--- src/rtl/ext_mem_arbiter.sv ---
// Two-requester arbiter for a memory with one read port and one write port.
// Each port is arbitrated independently; requester 1 is protected from starvation per port.
module ext_mem_arbiter #(
    parameter int unsigned ADDR_WIDTH   = 20,
    parameter int unsigned DATA_WIDTH   = 32,
    parameter int unsigned STARVE_LIMIT = 4
) (
    input  logic                  clk,
    input  logic                  rst_in,
    input  logic                  r0_valid,
    input  logic                  r0_we,
    input  logic [ADDR_WIDTH-1:0] r0_addr,
    input  logic [DATA_WIDTH-1:0] r0_wdata,
    output logic                  r0_ready,
    output logic                  r0_rvalid,
    output logic [DATA_WIDTH-1:0] r0_rdata,
    input  logic                  r1_valid,
    input  logic                  r1_we,
    input  logic [ADDR_WIDTH-1:0] r1_addr,
    input  logic [DATA_WIDTH-1:0] r1_wdata,
    output logic                  r1_ready,
    output logic                  r1_rvalid,
    output logic [DATA_WIDTH-1:0] r1_rdata,
    output logic [ADDR_WIDTH-1:0] mem_read_addr,
    input  logic [DATA_WIDTH-1:0] mem_qout,
    output logic [ADDR_WIDTH-1:0] mem_write_addr,
    output logic [DATA_WIDTH-1:0] mem_din,
    output logic                  mem_write_en
);

    localparam int unsigned      CNT_W   = $clog2(STARVE_LIMIT + 1);
    localparam logic [CNT_W-1:0] CNT_MAX = CNT_W'(STARVE_LIMIT);

    logic [CNT_W-1:0] wr_cnt_q, wr_cnt_d;
    logic [CNT_W-1:0] rd_cnt_q, rd_cnt_d;
    logic [1:0]       rtag_q, rtag_d;

    logic r0_rd, r1_rd, r0_wr, r1_wr;
    logic wr_gnt0, wr_gnt1;
    logic rd_win0, rd_win1;
    logic rd_gnt0, rd_gnt1;
    logic hazard;
    logic [ADDR_WIDTH-1:0] wr_addr, rd_addr;

    // Port arbitration: requester 0 wins conflicts unless that port's starve counter is full.
    always_comb begin
        r0_rd   = r0_valid & ~r0_we;
        r1_rd   = r1_valid & ~r1_we;
        r0_wr   = r0_valid &  r0_we;
        r1_wr   = r1_valid &  r1_we;
        wr_gnt0 = 1'b0;
        wr_gnt1 = 1'b0;
        rd_win0 = 1'b0;
        rd_win1 = 1'b0;
        if (!rst_in) begin
            if (r0_wr && r1_wr) begin
                if (wr_cnt_q == CNT_MAX) wr_gnt1 = 1'b1;
                else                     wr_gnt0 = 1'b1;
            end else begin
                wr_gnt0 = r0_wr;
                wr_gnt1 = r1_wr;
            end
            if (r0_rd && r1_rd) begin
                if (rd_cnt_q == CNT_MAX) rd_win1 = 1'b1;
                else                     rd_win0 = 1'b1;
            end else begin
                rd_win0 = r0_rd;
                rd_win1 = r1_rd;
            end
        end
        wr_addr = wr_gnt1 ? r1_addr : r0_addr;
        rd_addr = rd_win1 ? r1_addr : r0_addr;
        // A read colliding with the granted write waits a cycle so it returns the new data.
        hazard  = (wr_gnt0 | wr_gnt1) & (rd_win0 | rd_win1) & (rd_addr == wr_addr);
        rd_gnt0 = rd_win0 & ~hazard;
        rd_gnt1 = rd_win1 & ~hazard;
    end

    always_comb begin
        r0_ready       = rd_gnt0 | wr_gnt0;
        r1_ready       = rd_gnt1 | wr_gnt1;
        mem_write_en   = wr_gnt0 | wr_gnt1;
        mem_write_addr = mem_write_en ? wr_addr : '0;
        mem_din        = wr_gnt1 ? r1_wdata : (wr_gnt0 ? r0_wdata : '0);
        mem_read_addr  = (rd_gnt0 | rd_gnt1) ? rd_addr : '0;
        r0_rvalid      = rtag_q[0] & ~rst_in;
        r1_rvalid      = rtag_q[1] & ~rst_in;
        r0_rdata       = mem_qout;
        r1_rdata       = mem_qout;
    end

    // Starve counters count conflicts lost by requester 1; a full counter hands it the next win.
    always_comb begin
        wr_cnt_d = wr_cnt_q;
        rd_cnt_d = rd_cnt_q;
        if (!r1_valid || wr_gnt1) begin
            wr_cnt_d = '0;
        end else if (r0_wr && r1_wr && (wr_cnt_q != CNT_MAX)) begin
            wr_cnt_d = wr_cnt_q + CNT_W'(1);
        end
        if (!r1_valid || rd_gnt1) begin
            rd_cnt_d = '0;
        end else if (r0_rd && r1_rd && (rd_cnt_q != CNT_MAX)) begin
            rd_cnt_d = rd_cnt_q + CNT_W'(1);
        end
        rtag_d = {rd_gnt1, rd_gnt0};
    end

    always_ff @(posedge clk) begin
        if (rst_in) begin
            wr_cnt_q <= '0;
            rd_cnt_q <= '0;
            rtag_q   <= '0;
        end else begin
            wr_cnt_q <= wr_cnt_d;
            rd_cnt_q <= rd_cnt_d;
            rtag_q   <= rtag_d;
        end
    end

endmodule

--- config.mk ---
export PLATFORM = sky130hd
export DESIGN_NAME = ext_mem_arbiter
export DESIGN_NICKNAME = d
export VERILOG_FILES = /design/src/rtl/ext_mem_arbiter.sv
export SDC_FILE = /design/constraint.sdc
export NUM_CORES = 1
export LEC_CHECK = 0
export ABC_AREA = 1
export CAP_MARGIN = 20
export CORE_AREA = 5 5 107 109
export CTS_CLUSTER_DIAMETER = 40
export CTS_CLUSTER_SIZE = 40
export DETAILED_ROUTE_END_ITERATION = 12
export DIE_AREA = 0 0 112 114
export PLACE_DENSITY = 0.78
export SLEW_MARGIN = 25
export SYNTH_ARGS = -nofsm -noshare
export SYNTH_HDL_FRONTEND = slang
export SYNTH_SLANG_ARGS = --single-unit
--- constraint.sdc ---
create_clock -name clk -period 3.35 [get_ports clk]
set_input_delay 0.8375 -clock clk [delete_from_list [all_inputs] [get_ports clk]]
set_output_delay 0.8375 -clock clk [all_outputs]
set_load 0.05 [all_outputs]
==> run_results.csv, run 1 <==
group,metric,value,unit
sta,slew_viol_final,0,
clocking,cts_tree,"yes",
setup_path,cp_data_required_time,2.51,ns
finish,post-route-cell-area,5780,µm²
synth,synth-async-reset-ratio,0,%
synth,synthCells,575,
sta,fin_setup_tns,-6.50,ns
global_route,met1_usage,23.1,%
power,finalPower,1.04,mW
setup_path,path_buf_inv,12,
sta,hold_violations,0,
clocking,clock_sinks,8,
global_route,grt_antenna_before_repair,0,
sta,finalSetupViolCount,22,
outcome,violations,"setup timing",
synth,syn_area_per_cell,5.17,µm²
clocking,clock_path_buffers,2,
synth,syn_area,2970,µm²
floorplanning,die_x,112,µm
synth,synth_top_area_share,27.0,%
global_route,grt_busiest_layer,"met2",
synth,yosys_most_used_dff,"dfxtp_1",
global_route,grt_overflow_total,0,
sta,rsz0062_at_grt,"yes",
sta,setup_slack,-0.333,ns
setup_path,critPathArrivalTime,2.85,ns
synth,ys_top_cells_by_count,"214 x nand2_1, 69 x nand3_1, 67 x buf_4",
clocking,clockRootBuffer,"clkbuf_8",
setup_path,cp_top_family,"buffers and inverters",
synth,synth_seq_cells,8,
setup_path,end_kind,"primary output",
sta,tightest_slew,0.404,ns
drt,drc_errors,0,
synth,yosysTopAreaCell,"nand2_1",
drt,wl_per_cell,14.7,µm
floorplanning,die-area,12800,µm²
run,maxCapViolCount,0,
floorplanning,ios,283,
global_route,grt_use_total,19.3,%
finish,antenna_cells,0,
drt,num_vias,4305,
clocking,cts_buffers,3,
placement,dp_hpwl,10300,µm
sta,skew,0.00210,ns
global_route,grt_max_degree,33,
finish,layout.cells.non_filler,916,
synth,synth_edf_count,0,
finish,drive_above_1_share,33.2,%
outcome,status,"finished, violations left",
drt,drtAntennaViolNets,0,
drt,viasPerCell,4.70,
synth,synthTopCellsByArea,"nand2_1 27%, buf_4 17%, nand3_1 12%, a32o_1 11%, nor2_1 8.0%",
placement,port_buffers,186,
placement,dpl_cell_area,5220,µm²
sta,timing.final.crit_share,110,%
placement,dp.cells,889,
floorplanning,initial_utilization,28.3,%
sta,max_clock_freq,0.272,GHz
setup_path,slowest_stage,"nor2_4",
clocking,htreeDepth,1,
placement,gp_congestion,0.809,
power,power.density,180,nW/µm²
global_route,grt_pass1_wl,20300,µm
drt,wl,13400,µm
worst_hold_path,hold_path.class,"flip-flop to flip-flop",
synth,synth_nets,721,
setup_path,path_class,"input port to primary output",
clocking,clock_latency,0.23,ns
setup_path,path_max_fanout,6,
clocking,path_clk_slew,0.04,ns
sta,fin_crit,3.68,ns
global_route,gr-usage-met3,5.57,%
drt,drt_iter0_drc,180,
power,leakagePower,2.96,nW
synth,yosysUniqueCellTypes,26,
setup_path,cp_cell_sequence,"buf_6 -> buf_6 -> nor2_4 -> nand2_8 -> buf_6 -> buf_12 -> buf_16 -> nand2_2 -> o21ai_4 -> buf_4 -> buf_4 -> buf_4 -> buf_4 -> buf_4 -> buf_4 -> nor2_4 -> buf_12",
floorplanning,die_y,114,µm
power,peakVddDrop,0.138,mV
synth,yosysMostFrequentCell,"nand2_1",
drt,drtPass1Iterations,5,
finish,syn_to_final_growth,94.5,%
synth,ys_seq_area_share,5.39,%
setup_path,start_kind,"input port",
floorplanning,fp.coreArea,10500,µm²
synth,yosysWarnings,0,
floorplanning,num_rows,38,
sta,slew_headroom,73.0,%
global_route,first_global_vias,4046,
setup_path,cp_common_cell,"buf_4",
sta,whs,0.484,ns
global_route,grt_use_met2,33.2,%
finish,nNetsFinal,924,
setup_path,critPathMaxStageDelay,0.19,ns
[cells in the final DEF, fill, tap and decap left out]
cell type        synthesis  routed
inv_4                    0       1
nor3_1                   2       2
nand3_4                  0       1
nand2_2                  2      22
nand2_1                214     189
inv_2                    0       1
nor2_2                   0       6
nand2_8                  0       1
nor3b_1                  1       1
a21oi_1                  3       3
o21ai_4                  0       2
nand4_1                  1       1
o21ai_1                  2       2
buf_4                   67     139
xnor2_1                  1       1
nand3_2                  1       3
inv_1                   62      60
buf_12                   0      22
buf_16                   0       3
buf_6                    2      25
nor2_4                   2      22
nor2_1                  63      37
nand3_1                 69      66
nand2_4                  0       4
nand3b_1                 4       4
o21ai_0                  3       2
dfxtp_1                  8       8
ha_1                     4       4
xor2_1                   1       1
a32o_1                  32      32
clkbuf_8                 0       3
buf_8                    0       3
clkdlybuf4s50_1          0     104
a211oi_1                 1       1
[power by group]
group          internal [mW]  leakage (nW)  total [mW]  switching, mW
Combinational          0.391          2.88       0.829          0.438
Clock                 0.0776        0.0216       0.113         0.0358
Sequential            0.0971        0.0648      0.0977       0.000518
Total                  0.566          2.96        1.04          0.474
[area by class of cell]
cell class | count | area, µm²
fill | 985 | 4730
timing repair buffer | 296 | 2930
multi-input combinational | 407 | 2230
inverter | 62 | 235
tap | 140 | 175
sequential | 8 | 160
clock buffer | 3 | 41.3
[through the flow]
stage	util, %	setup WS, ns
after floorplan	-	-0.00269
after global placement	49.6	-0.765
after detailed placement	49.6	-0.798
after CTS	54.3	-0.317
after global routing	55.0	-0.451
final	55.0	-0.333
[kinds of logic (layout without fill, tap and decap cells)]
group	count (synthesis)	after routing	share of synthesized area, %
compound gates	42	42	12.7
xor+xnor	2	2	0.590
fa+ha+maj	4	4	1.68
buf+inv	160	361	29.7
flops	8	8	5.39
simple gates	359	359	50.0
[what timing repair did]
item / CTS / global route
hold buffers: 0 / 0
cloned: 4 / 0
gates resized for setup: 83 / 22
setup endpoints to repair: 74 / 22
buffers inserted: 18 / 4
endpoints found under the hold margin: 0 / 0
pin swaps: 29 / 24
[metal layers]
| metal | vias up | part of all wire (%) |
|---|---|---|
| met5 | - | 0 |
| met3 | 39 | 9.7 |
| met1 | 1906 | 39 |
| met4 | 0 | 2.6 |
| li1 | 2169 | - |
| met2 | 191 | 49 |
[worst reg2reg max path: stages, from the launching register on]
cell and delay (ns):
dfxtp_1 0.32, inv_1 0.06, ha_1 0.19, nand2_1 0.12, nand3_4 0.14, nand2_8 0.13
buf_6 0.13, buf_12 0.10, buf_16 0.10, nand2_2 0.06, o21ai_4 0.06, nand2_1 0.08
nand2_1 0.08, nand3_2 0.10, nor2_2 0.13, nand3_2 0.11, buf_4 0.15, buf_6 0.12
nand2_4 0.07, buf_4 0.11, nand2_1 0.07, nor2_1 0.08
[final timing paths]
path | startpoint | endpoint | cells after the start | slack [ns]
setup / recovery | rst_in | mem_read_addr[10] | 17 | -0.33
hold / removal | wr_cnt_q[0] | wr_cnt_q[0] | 2 | 0.48
setup reg to reg | rd_cnt_q[0] | rd_cnt_q[0] | 21 | 0.77
hold reg to reg | wr_cnt_q[0] | wr_cnt_q[0] | 2 | 0.48
[state kept, by name (all words and copies together), names as in the netlist]
| name | count |
|---|---|
| wr_cnt_q | 3 |
| rd_cnt_q | 3 |
| rtag_q | 2 |
(Power assumes the default switching activity.)
==> run 2: changes to the inputs <==
- CAP_MARGIN: 20 -> 25
- CORE_AREA: 5 5 107 109 -> 2 2 110 112
- HOLD_SLACK_MARGIN: not set -> 0.1
- PLACE_DENSITY: 0.78 -> 0.7
==> run_results.csv, run 2 (same netlist as run 1, synthesis figures left out) <==
group,metric,value,unit
clocking,clock_sinks,8,
sta,timing.final.crit_share,109,%
drt,wl,13700,µm
setup_path,end_kind,"primary output",
finish,fillerInstances,1172,
outcome,status,"finished, violations left",
drt,wl_per_cell,15.0,µm
sta,rsz0062_at_grt,"yes",
clocking,cts_buffers,3,
clocking,clock_path_buffers,2,
outcome,violations,"setup timing",
floorplanning,fp.coreArea,11700,µm²
clocking,htreeDepth,1,
sta,slew_viol_final,0,
placement,dp_slack,-0.729,ns
sta,setup_slack,-0.296,ns
drt,drtPass1Iterations,5,
floorplanning,die-area,12800,µm²
setup_path,cp_data_required_time,2.51,ns
clocking,path_clk_slew,0.04,ns
drt,drt_iter0_drc,217,
drt,drtAntennaViolNets,0,
setup_path,regToRegSetupSlack,0.89,ns
worst_hold_path,worstHoldStart,"wr_cnt_q[0]",
global_route,grt_antenna_before_repair,0,
global_route,grt_use_total,19.7,%
placement,gp_congestion,0.830,
setup_path,rr_worst_depth,18,
finish,antenna_cells,0,
sta,max_clock_freq,0.274,GHz
floorplanning,ios,283,
placement,port_buffers,186,
drt,num_vias,4338,
global_route,first_global_vias,3946,
finish,largestRegisters,"rd_cnt_q (3), wr_cnt_q (3), rtag_q (2)",
finish,syn_to_final_growth,90.9,%
sta,fin_setup_tns,-5.32,ns
power,peakVddDrop,0.124,mV
setup_path,start_kind,"input port",
finish,layout_commonest_cell,"nand2_1",
run,maxCapViolCount,0,
power,finalPower,1.12,mW
sta,slew_headroom,77.4,%
floorplanning,initial_utilization,25.4,%
power,power.density,197,nW/µm²
global_route,grt_max_degree,33,
floorplanning,num_rows,40,
power,leakagePower,2.92,nW
sta,finalSetupViolCount,22,
global_route,grt_pass1_wl,20400,µm
setup_path,path_max_fanout,6,
worst_hold_path,min_to,"wr_cnt_q[0]",
clocking,clock_latency,0.23,ns
clocking,cts_tree,"yes",
sta,hold_violations,0,
worst_hold_path,hold_depth,2,
global_route,grt_overflow_total,0,
sta,fin_crit,3.65,ns
sta,tightest_slew,0.339,ns
setup_path,cp-startpoint,"rst_in",
finish,drive_above_1_share,32.1,%
clocking,cts.hold.buffers_added,0,
finish,layout_common_cells,"191 x nand2_1, 130 x buf_4, 104 x clkdlybuf4s50_1",
drt,drc_errors,0,
finish,fin_util,48.4,%
finish,nNetsFinal,915,
placement,dp_hpwl,10300,µm
floorplanning,die_x,112,µm
sta,skew,0.000821,ns
worst_hold_path,hold_path.class,"flip-flop to flip-flop",
floorplanning,die_y,114,µm
setup_path,r2r_start,"rd_cnt_q[0]",
setup_path,path_class,"input port to primary output",
setup_path,worstReg2RegEnd,"rd_cnt_q[1]",
clocking,clockRootBuffer,"clkbuf_16",
setup_path,critPathArrivalTime,2.81,ns
drt,viasPerCell,4.75,
run 2: cell types whose count changed in the layout (fill, tap and decap cells not counted), moves of 2 or more:
cell	delta
clkbuf_8	-3
buf_4	-9
nand2_2	-2
buf_2	+3
clkbuf_16	+5
nand2_1	+2
buf_6	+4
buf_12	-8
run 2: repair_timing:
| action | CTS | global route |
|---|---|---|
| gates resized for setup | 73 | 26 |
| endpoints found under the setup margin | 74 | 22 |
| cloned | 5 | 2 |
| pin swaps | 16 | 23 |
| buffers inserted | 13 | 2 |
run 2: worst max path at each step:
| stage | slack, ns | to | cells past startpoint |
|---|---|---|---|
| after floorplan | -0.003 | mem_write_addr[0] | 8 |
| after global placement | -0.73 | mem_read_addr[11] | 17 |
| after detailed placement | -0.73 | mem_read_addr[13] | 17 |
| after CTS | -0.29 | mem_read_addr[5] | 19 |
| after global routing | -0.43 | mem_read_addr[10] | 18 |
| final | -0.30 | mem_read_addr[1] | 16 |
run 2: per-stage QoR:
step	std cells	hold slack, ns	instance area (µm²)
finish	914	0.486	5670
detailed placement	893	0.487	5130
CTS	911	0.492	5550
global placement	893	0.479	5130
global route	914	0.514	5670
floorplan	575	0.456	3140
run 2: routing by layer:
metal  GRT usage (%)  share of wire [%]  wire length [µm]
met1            24.4                 40              5520
met2            34.3                 49              6720
met3            4.99                8.8              1210
met4            5.20                1.7               238
met5               0                  0                 0
run 2: final cells by class:
| class | count | area (µm²) | share of cell area [%] |
|---|---|---|---|
| clock buffer | 3 | 75.1 | 1.32 |
| inverter | 62 | 235 | 4.15 |
| multi-input combinational | 407 | 2210 | 39.0 |
| sequential | 8 | 160 | 2.82 |
| tap | 147 | 184 | 3.24 |
| timing repair buffer | 287 | 2800 | 49.4 |
run 2: where the power goes:
| group | internal [mW] | switching, mW |
|---|---|---|
| Sequential | 0.0972 | 0.000495 |
| Clock | 0.154 | 0.0493 |
| Combinational | 0.378 | 0.437 |
run 2: worst max-delay path, cell delays in order:
cell and delay (ns):
buf_8 0.10, buf_6 0.11, nor2_4 0.21, nand2_8 0.14
buf_12 0.18, nand2_2 0.06, nand2_1 0.06, buf_4 0.13
buf_4 0.12, buf_4 0.12, buf_4 0.12, buf_4 0.12
buf_4 0.12, buf_4 0.13, nor2_4 0.09, buf_6 0.16
